$ cat src/rtl/cnn_window_ctrl_if.sv
// Bundle between the 3x3 window controller, the input pixel RAM and the
// convolution core. The controller owns the master side.
interface cnn_window_ctrl_if #(
    parameter int AW = 10
);
    logic          clr;
    logic [AW-1:0] wr_ptr;
    logic          core_bsy;
    logic          rd_en;
    logic [AW-1:0] addr_rd;
    logic          tap_vld;
    logic [3:0]    tap_idx;
    logic          win_strt;
    logic          win_last;
    logic [4:0]    win_row;
    logic [4:0]    win_col;
    logic          frame_done;

    modport master (
        input  clr, wr_ptr, core_bsy,
        output rd_en, addr_rd, tap_vld, tap_idx, win_strt, win_last,
               win_row, win_col, frame_done
    );

    modport slave (
        output clr, wr_ptr, core_bsy,
        input  rd_en, addr_rd, tap_vld, tap_idx, win_strt, win_last,
               win_row, win_col, frame_done
    );
endinterface

$ cat src/rtl/cnn_window_ctrl.sv
// Walks a 3x3, stride-1, unpadded window across a 1-bit image held in the
// input RAM. Each window is fetched as nine back-to-back reads once enough
// pixels have been written and the core is free; RAM data is tagged one
// cycle later with the tap index and start/last markers for the core.
module cnn_window_ctrl #(
    parameter int IMG_W = 28,
    parameter int IMG_H = 28,
    parameter int AW    = 10
) (
    input  logic                   clk,
    input  logic                   rst_n,
    cnn_window_ctrl_if.master      bus
);

    typedef enum logic [2:0] {
        IDLE,
        WAIT,
        FETCH,
        ADV,
        DONE
    } state_t;

    localparam logic [AW-1:0] IMG_W_A  = AW'(IMG_W);
    localparam logic [AW-1:0] SPAN     = AW'(2 * IMG_W + 2);
    localparam logic [4:0]    COL_LAST = 5'(IMG_W - 3);
    localparam logic [4:0]    ROW_LAST = 5'(IMG_H - 3);

    state_t        state_q, state_d;
    logic [3:0]    tap_q, tap_d;
    logic [4:0]    winRow_q, winRow_d;
    logic [4:0]    winCol_q, winCol_d;

    logic          tapVld_q;
    logic [3:0]    tapIdx_q;
    logic          winStrt_q;
    logic          winLast_q;

    logic [AW-1:0] base;
    logic          winReady;
    logic          isLastWin;
    logic          rdEn;
    logic [AW-1:0] addrRd;

    // Offset of tap t inside the window: (t/3) rows down, (t%3) columns right.
    function automatic logic [AW-1:0] tapOffset(input logic [3:0] t);
        logic [AW-1:0] r;
        r = '0;
        case (t)
            4'd0:    r = AW'(0);
            4'd1:    r = AW'(1);
            4'd2:    r = AW'(2);
            4'd3:    r = AW'(IMG_W);
            4'd4:    r = AW'(IMG_W + 1);
            4'd5:    r = AW'(IMG_W + 2);
            4'd6:    r = AW'(2 * IMG_W);
            4'd7:    r = AW'(2 * IMG_W + 1);
            4'd8:    r = AW'(2 * IMG_W + 2);
            default: r = '0;
        endcase
        return r;
    endfunction

    assign base      = AW'(winRow_q) * IMG_W_A + AW'(winCol_q);
    assign winReady  = (base + SPAN) < bus.wr_ptr;
    assign isLastWin = (winRow_q == ROW_LAST) && (winCol_q == COL_LAST);

    // State, tap counter and window position registers; reset aborts any fetch.
    always_ff @(posedge clk or negedge rst_n) begin
        if (!rst_n) begin
            state_q  <= IDLE;
            tap_q    <= '0;
            winRow_q <= '0;
            winCol_q <= '0;
        end else begin
            state_q  <= state_d;
            tap_q    <= tap_d;
            winRow_q <= winRow_d;
            winCol_q <= winCol_d;
        end
    end

    // Next-state and read-port decode; clr overrides every transition.
    always_comb begin
        state_d  = state_q;
        tap_d    = tap_q;
        winRow_d = winRow_q;
        winCol_d = winCol_q;
        rdEn     = 1'b0;
        addrRd   = '0;

        if (state_q == FETCH) begin
            rdEn   = 1'b1;
            addrRd = base + tapOffset(tap_q);
        end

        if (bus.clr) begin
            state_d  = IDLE;
            tap_d    = '0;
            winRow_d = '0;
            winCol_d = '0;
        end else begin
            case (state_q)
                IDLE: begin
                    state_d = WAIT;
                    tap_d   = '0;
                end
                WAIT: begin
                    if (winReady && !bus.core_bsy) begin
                        state_d = FETCH;
                        tap_d   = '0;
                    end
                end
                FETCH: begin
                    if (tap_q == 4'd8) begin
                        state_d = ADV;
                        tap_d   = '0;
                    end else begin
                        tap_d = tap_q + 4'd1;
                    end
                end
                ADV: begin
                    if (winCol_q == COL_LAST) begin
                        winCol_d = '0;
                        winRow_d = winRow_q + 5'd1;
                    end else begin
                        winCol_d = winCol_q + 5'd1;
                    end
                    state_d = isLastWin ? DONE : WAIT;
                end
                DONE: begin
                    state_d = DONE;
                end
                default: begin
                    state_d = IDLE;
                end
            endcase
        end
    end

    // Tap tags follow the RAM read latency by one cycle; clr drops a partial window.
    always_ff @(posedge clk or negedge rst_n) begin
        if (!rst_n) begin
            tapVld_q  <= 1'b0;
            tapIdx_q  <= '0;
            winStrt_q <= 1'b0;
            winLast_q <= 1'b0;
        end else if (bus.clr) begin
            tapVld_q  <= 1'b0;
            tapIdx_q  <= '0;
            winStrt_q <= 1'b0;
            winLast_q <= 1'b0;
        end else begin
            tapVld_q  <= rdEn;
            tapIdx_q  <= rdEn ? tap_q : 4'd0;
            winStrt_q <= rdEn && (tap_q == 4'd0);
            winLast_q <= rdEn && (tap_q == 4'd8);
        end
    end

    assign bus.rd_en      = rdEn;
    assign bus.addr_rd    = addrRd;
    assign bus.tap_vld    = tapVld_q;
    assign bus.tap_idx    = tapIdx_q;
    assign bus.win_strt   = winStrt_q;
    assign bus.win_last   = winLast_q;
    assign bus.win_row    = winRow_q;
    assign bus.win_col    = winCol_q;
    assign bus.frame_done = (state_q == DONE);

endmodule

$ cat src/flat_wrapper.sv
// flat-port wrapper written by rule: the top's interface ports become plain ports
module cnn_window_ctrl_flat 
#(
    parameter int IMG_W = 28,
    parameter int IMG_H = 28,
    parameter int AW    = 10
)
  (clk, rst_n, bus_clr, bus_wr_ptr, bus_core_bsy, bus_rd_en, bus_addr_rd, bus_tap_vld, bus_tap_idx, bus_win_strt, bus_win_last, bus_win_row, bus_win_col, bus_frame_done);
  cnn_window_ctrl_if #(.AW(AW)) bus_i ();
  input  logic clk;
  input  logic rst_n;
  input wire logic [$bits(bus_i.clr)-1:0] bus_clr;
  input wire logic [$bits(bus_i.wr_ptr)-1:0] bus_wr_ptr;
  input wire logic [$bits(bus_i.core_bsy)-1:0] bus_core_bsy;
  output wire logic [$bits(bus_i.rd_en)-1:0] bus_rd_en;
  output wire logic [$bits(bus_i.addr_rd)-1:0] bus_addr_rd;
  output wire logic [$bits(bus_i.tap_vld)-1:0] bus_tap_vld;
  output wire logic [$bits(bus_i.tap_idx)-1:0] bus_tap_idx;
  output wire logic [$bits(bus_i.win_strt)-1:0] bus_win_strt;
  output wire logic [$bits(bus_i.win_last)-1:0] bus_win_last;
  output wire logic [$bits(bus_i.win_row)-1:0] bus_win_row;
  output wire logic [$bits(bus_i.win_col)-1:0] bus_win_col;
  output wire logic [$bits(bus_i.frame_done)-1:0] bus_frame_done;
  assign bus_i.clr = bus_clr;
  assign bus_i.wr_ptr = bus_wr_ptr;
  assign bus_i.core_bsy = bus_core_bsy;
  assign bus_rd_en = bus_i.rd_en;
  assign bus_addr_rd = bus_i.addr_rd;
  assign bus_tap_vld = bus_i.tap_vld;
  assign bus_tap_idx = bus_i.tap_idx;
  assign bus_win_strt = bus_i.win_strt;
  assign bus_win_last = bus_i.win_last;
  assign bus_win_row = bus_i.win_row;
  assign bus_win_col = bus_i.win_col;
  assign bus_frame_done = bus_i.frame_done;
  cnn_window_ctrl #(.IMG_W(IMG_W), .IMG_H(IMG_H), .AW(AW)) u_core (.clk(clk), .rst_n(rst_n), .bus(bus_i));
endmodule
$ cat config.mk
export PLATFORM = sky130hd
export DESIGN_NAME = cnn_window_ctrl_flat
export DESIGN_NICKNAME = d
export VERILOG_FILES = /design/src/rtl/cnn_window_ctrl_if.sv /design/src/rtl/cnn_window_ctrl.sv /design/src/flat_wrapper.sv
export SDC_FILE = /design/constraint.sdc
export NUM_CORES = 1
export LEC_CHECK = 0
export ABC_AREA = 1
export BUFFER_PORTS_ARGS = -buffer_cell sky130_fd_sc_hd__buf_2
export CAP_MARGIN = 20
export CORE_ASPECT_RATIO = 0.7
export CORE_MARGIN = 2
export CORE_UTILIZATION = 57
export CTS_CLUSTER_SIZE = 28
export DETAILED_ROUTE_END_ITERATION = 10
export HOLD_SLACK_MARGIN = 0.03
export PLACE_DENSITY = 0.8
export SYNTH_ARGS = -nofsm -noshare
export SYNTH_HDL_FRONTEND = slang
export SYNTH_SLANG_ARGS = --single-unit
$ cat constraint.sdc
create_clock -name clk -period 4.5 [get_ports clk]
set_input_delay 1.125 -clock clk [delete_from_list [all_inputs] [get_ports clk]]
set_output_delay 1.125 -clock clk [all_outputs]
set_load 0.03 [all_outputs]
# [After elaboration in Yosys (flattened, before gate mapping)]
# Memory sizes are Yosys's and may differ from the RTL's.
# Index checks and enable logic that the tools add are counted.
# Widths: inputs -> output; s select.
[totals] out_inout_bits=29 input_bits=14 reg_bits=24 word_cells=62 mem_bits_ro=96 mem_count=1
[op_classes] reduce_logical=13 eq_ne=9 n_mux=23 n_lt_le_gt_ge=1 addsub=6 n_mul=1
[memory_table] name="(no name shown)" words=16 word_bits=6 rd=1 rd_clocked_by_memory_dff=0 write_ports=0 line_no="cnn_window_ctrl.sv:48" source="case (t)"
[op_table] cell="$mux 5" count=6
[op_table] cell="$mux 10" count=2
[op_table] cell="$mux 4" count=5
[op_table] cell="$pmux 3 s5" count=1
[op_table] cell="$mux 3" count=4
[op_table] cell="$pmux 4 s3" count=1
[op_table] cell="$add 10x10->10" count=1
[op_table] cell="$add 10x5->10" count=1
[op_table] cell="$add 10x6->10 const B" count=1
[op_table] cell="$add 5x1->5 const B" count=2
[op_table] cell="$eq 5x5->1 const B" count=2
[op_table] cell="$lt 10x10->1" count=1
[op_table] cell="$mul 5x3->8 const B" count=1
[op_table] cell="$eq 3x2->1 const B" count=2
[op_table] cell="$reduce_and 2->1" count=3
[op_table] cell="$add 4x1->4 const B" count=1
[op_table] cell="$eq 4x4->1 const B" count=1
[op_table] cell="$logic_and 1x1->1" count=4
[op_table] cell="$logic_not 4->1" count=1
[op_table] cell="$mux 1" count=4
[op_table] cell="$reduce_bool 2->1" count=2
[op_table] cell="$reduce_bool 4->1" count=1
[op_table] cell="$eq 3x1->1 const B" count=1
[op_table] cell="$eq 3x3->1 const B" count=1
[op_table] cell="4 further kinds" count=4

# [Logic depth before layout (Yosys ltp)]
[depth] depth_word=8 ltp_mapped=23 mapped_depth_nobuf=23

# [Worst setup path before layout]
# No wires, ideal clock.
[synth_path] kind="reg2out" startpoint="register u_core.winRow_q[2] (netlist: u_core.bus.win_row[2])" endpoint="output bus_addr_rd[6]" arrival_time_ns=3.579 path_buffers=0 setup_slack_ns=-0.204 path_stages_with_launch=15 required_time_ns=3.375 path_cell_list="dfrtp_1 -> fa_1 -> ha_1 -> ha_1 -> a21oi_1 -> nand2_1 -> nand2_1 -> and2_1 -> inv_1 -> ha_1 -> a21oi_1 -> o21ai_0 -> a21oi_1 -> o21ai_0 -> a21oi_1"
[synth_via] elab_chain_len=4
[synth_rtl] element="start: declaration" line_no="cnn_window_ctrl.sv:30" source="logic [4:0] winRow_q, winRow_d;"
[synth_rtl] element="start signal: assignment" line_no="cnn_window_ctrl.sv:77" source="winRow_q <= winRow_d;"
[synth_rtl] element="$mul 5x3->8" line_no="cnn_window_ctrl.sv:63" source="assign base = AW'(winRow_q) * IMG_W_A + AW'(winCol_q);"
[synth_rtl] element="$add 10x5->10" line_no="cnn_window_ctrl.sv:63"
[synth_rtl] element="$add 10x10->10" line_no="cnn_window_ctrl.sv:93" source="addrRd = base + tapOffset(tap_q);"
[synth_rtl] element="$mux 10" line_no="cnn_window_ctrl.sv:91" source="if (state_q == FETCH) begin"
[synth_rtl] element="end: declaration" line_no="flat_wrapper.sv:16" source="output wire logic [$bits(bus_i.addr_rd)-1:0] bus_addr_rd;"
# No other way between the ends.

# [Final worst setup path]
[layout_path] startpoint="register u_core.winRow_q[1] (netlist: u_core.bus.win_row[1])" endpoint="output bus_addr_rd[8]"
# Same word-level chain as after synthesis.

==> results.json <==
{
  "worstMarginPinSlew_ns": 0.597,
  "pwr_density_cell_mw_per_mm2": 514,
  "cts_buffer_depth": 2,
  "cp_data_required_time_ns": 3.38,
  "min_path_type": "register to register",
  "clk_latency_ns": 0.27,
  "ys_seq_area_share_pct": 24.1,
  "path_class": "register to output port",
  "drive_gt1_share_pct": 26.2,
  "fp-row-count": 20,
  "nets": 464,
  "maxCapViolations": 0,
  "critPathBufInv": 3,
  "cts-root-buf": "clkbuf_8",
  "fin_area_mm2": 0.00308,
  "dp_hpwl_um": 4430,
  "synth_top_cells_by_area": "dfrtp_1 24%, ha_1 19%, nand2_1 12%",
  "cp_common_cell": "nand2_1",
  "critPathMaxStageDelay_ns": 0.56,
  "cts_tree": "done",
  "final_antenna_net_count": 0,
  "drt_wl_total_um": 6070,
  "grt_max_degree": 25,
  "antenna_found_initial": 1,
  "fin_ws_ns": -0.0000668,
  "start_util_pct": 58.3,
  "finalHoldViolCount": 0,
  "ctsHoldBuffers": 0,
  "crit_path_cell_trace": "fa_1 > ha_4 > fa_2 > inv_2 > nand2_1 > and2_4 > inv_4 > ha_4 > nand2_2 > nor3_4 > a21oi_2 > nor2_1 > nand2_1 > nand2_1 > nand2_1 > nor2_2 > buf_6",
  "irDropWorstVdd_v": 0.000357,
  "layout_common_cells": "76 x nand2_1, 58 x inv_1, 39 x buf_2, 33 x ha_1, 25 x nor2_1",
  "first_pass_iters": 4,
  "ys_ff_latch": 24,
  "routed_via_density": 5.14,
  "grt_overflow": 0,
  "diodes": 0,
  "violations": "negative setup slack",
  "setup_viol": 1,
  "final_max_slew_viol_count": 0,
  "relSlewSlack_pct": 59.8,
  "grt_usage_pct": 24.4,
  "cts_max_level": 1,
  "syn_nets": 406,
  "numPortBuffers": 42,
  "clock_sinks": 24,
  "fin_crit_ns": 4.50,
  "yosys.area.top_type_share_pct": 24.1,
  "area_growth_pct": 23.6,
  "synth_cell_types": 29,
  "critical_path_arrival_ns": 3.38,
  "cp_top_family": "adder cells",
  "cts.clk_slew.worst_paths_ns": 0.09,
  "syn_area_mm2": 0.00249,
  "placed_area_mm2": 0.00283,
  "cpMaxStageDelayCell": "fa_2",
  "drt_iter0_drc": 137,
  "finalCritPeriodShare_pct": 100,
  "finalWeightedCongestion": 0.818,
  "layout_commonest_cell": "nand2_1",
  "core_mm2": 0.00428,
  "yosysWarnings": 0,
  "grt_pass1_wl_um": 9650,
  "outcome": "finished, violations left",
  "rsz0062_at_grt": "yes",
  "cts_buffers": 3,
  "ios": 43,
  "fin_skew_ns": 0.00815,
  "final_core_util_pct": 72.1,
  "wire_per_inst_um": 13.2,
  "die_y_um": 59.4,
  "crit_path_end_kind": "output port",
  "die-area_mm2": 0.00493,
  "die_w_um": 83.1,
  "p_leak_nw": 1.71,
  "grt_pass1_vias": 2164,
  "drcViolationCount": 0,
  "synth_largest_area_cell": "dfrtp_1",
  "cp_max_fo": 3,
  "netlist_instances": 348,
  "timing.fmax_mhz": 222,
  "critPathLaunchType": "register",
  "syn_area_per_cell_um2": 7.17,
  "vias": 2365
}
[cell families (layout without fill, tap and decap cells)]
logic type	Yosys count	after routing	share of synthesized area (%)
xor+xnor	8	8	2.81
simple gates	148	148	26.2
buf+inv	68	125	10.2
flops	24	24	24.1
compound gates	56	56	12.5
fa+ha+maj	44	44	24.2
[layer usage]
layer / global-route usage (%) / vias to the layer above / wire [um]
met1: 32.8 / 1060 / 2780
met2: 44.2 / 69 / 2860
met4: 3.98 / 2 / 97
met3: 2.65 / 14 / 318
li1: - / 1220 / -
met5: 0 / - / 13
[tightest hold or removal path: stages (launching register included)]
cell     delay, ns
dfrtp_1       0.40
nand2_1       0.07
nand2_1       0.05
[synth_stat cells]
cell,instances
nand4_1,4
dfrtp_1,24
nor2_4,2
o21bai_2,1
o21a_1,2
inv_2,7
a21oi_1,26
and2_1,1
or2_2,2
inv_1,61
a21oi_4,1
o31ai_1,1
xnor2_1,1
nor2_1,27
xor2_1,7
fa_1,7
nand3_1,17
o21ai_1,8
nand3_2,1
a211oi_1,1
nor3_4,1
a31oi_1,1
nor2_2,3
nor3_1,7
o22ai_1,2
nand2_2,4
nand2_1,79
o21ai_0,13
ha_1,37
[state kept, by name, indices dropped and copies added (netlist names)]
register             flops
u_core.bus.win_col       5
u_core.bus.win_row       5
u_core.bus.tap_idx       4
u_core.tap_q             4
u_core.state_q           3
u_core.bus.tap_vld       1
u_core.bus.win_last      1
u_core.bus.win_strt      1
[where the power goes]
group | leakage, nW | switching (W) | internal [W]
logic | 1.35 | 0.000662 | 0.000461
registers | 0.325 | 0.0000307 | 0.000242
clock network | 0.0357 | 0.0000715 | 0.000119
[worst paths after layout]
check,startpoint,end,slack [ns],depth (start not counted)
worst min-delay path,u_core.tap_q[1],u_core.tap_q[1],0.55,2
worst max register to register,u_core.bus.win_row[1],u_core.tap_q[3],0.41,20
max in group asynchronous,rst_n,u_core.bus.win_row[1],3.27,1
worst min register to register,u_core.tap_q[1],u_core.tap_q[1],0.55,2
min in group asynchronous,rst_n,u_core.tap_q[0],0.83,1
worst max-delay path,u_core.bus.win_row[1],bus_addr_rd[8],-0.00007,17
[cell type report]
type / instances / area [um^2]
sequential: 24 / 603
clock inverter: 1 / 30.0
clock buffer: 3 / 41.3
multi-input combinational: 256 / 1770
inverter: 68 / 258
timing repair buffer: 53 / 315
tap: 55 / 68.8
fill: 331 / 1190
[stage by stage]
stage	hold slack (ns)	cells	TNS, ns	setup slack, ns	total power [W]
final	0.551	460	-0.0000668	-0.0000668	0.00159
after detailed placement	0.536	451	0	0.0443	0.00115
after floorplan	0.492	348	0	0.0215	0.000909
after global placement	0.521	451	0	0.106	0.00112
after global routing	0.594	460	-0.483	-0.189	0.00173
after CTS	0.556	456	-0.0215	-0.0215	0.00145
[what timing repair did]
item	in CTS	in global routing
endpoints found under the setup margin	4	4
setup buffers	1	4
resized for setup	18	17
gates cloned	0	0
pin swaps	3	7
(Power assumes the default switching activity.)
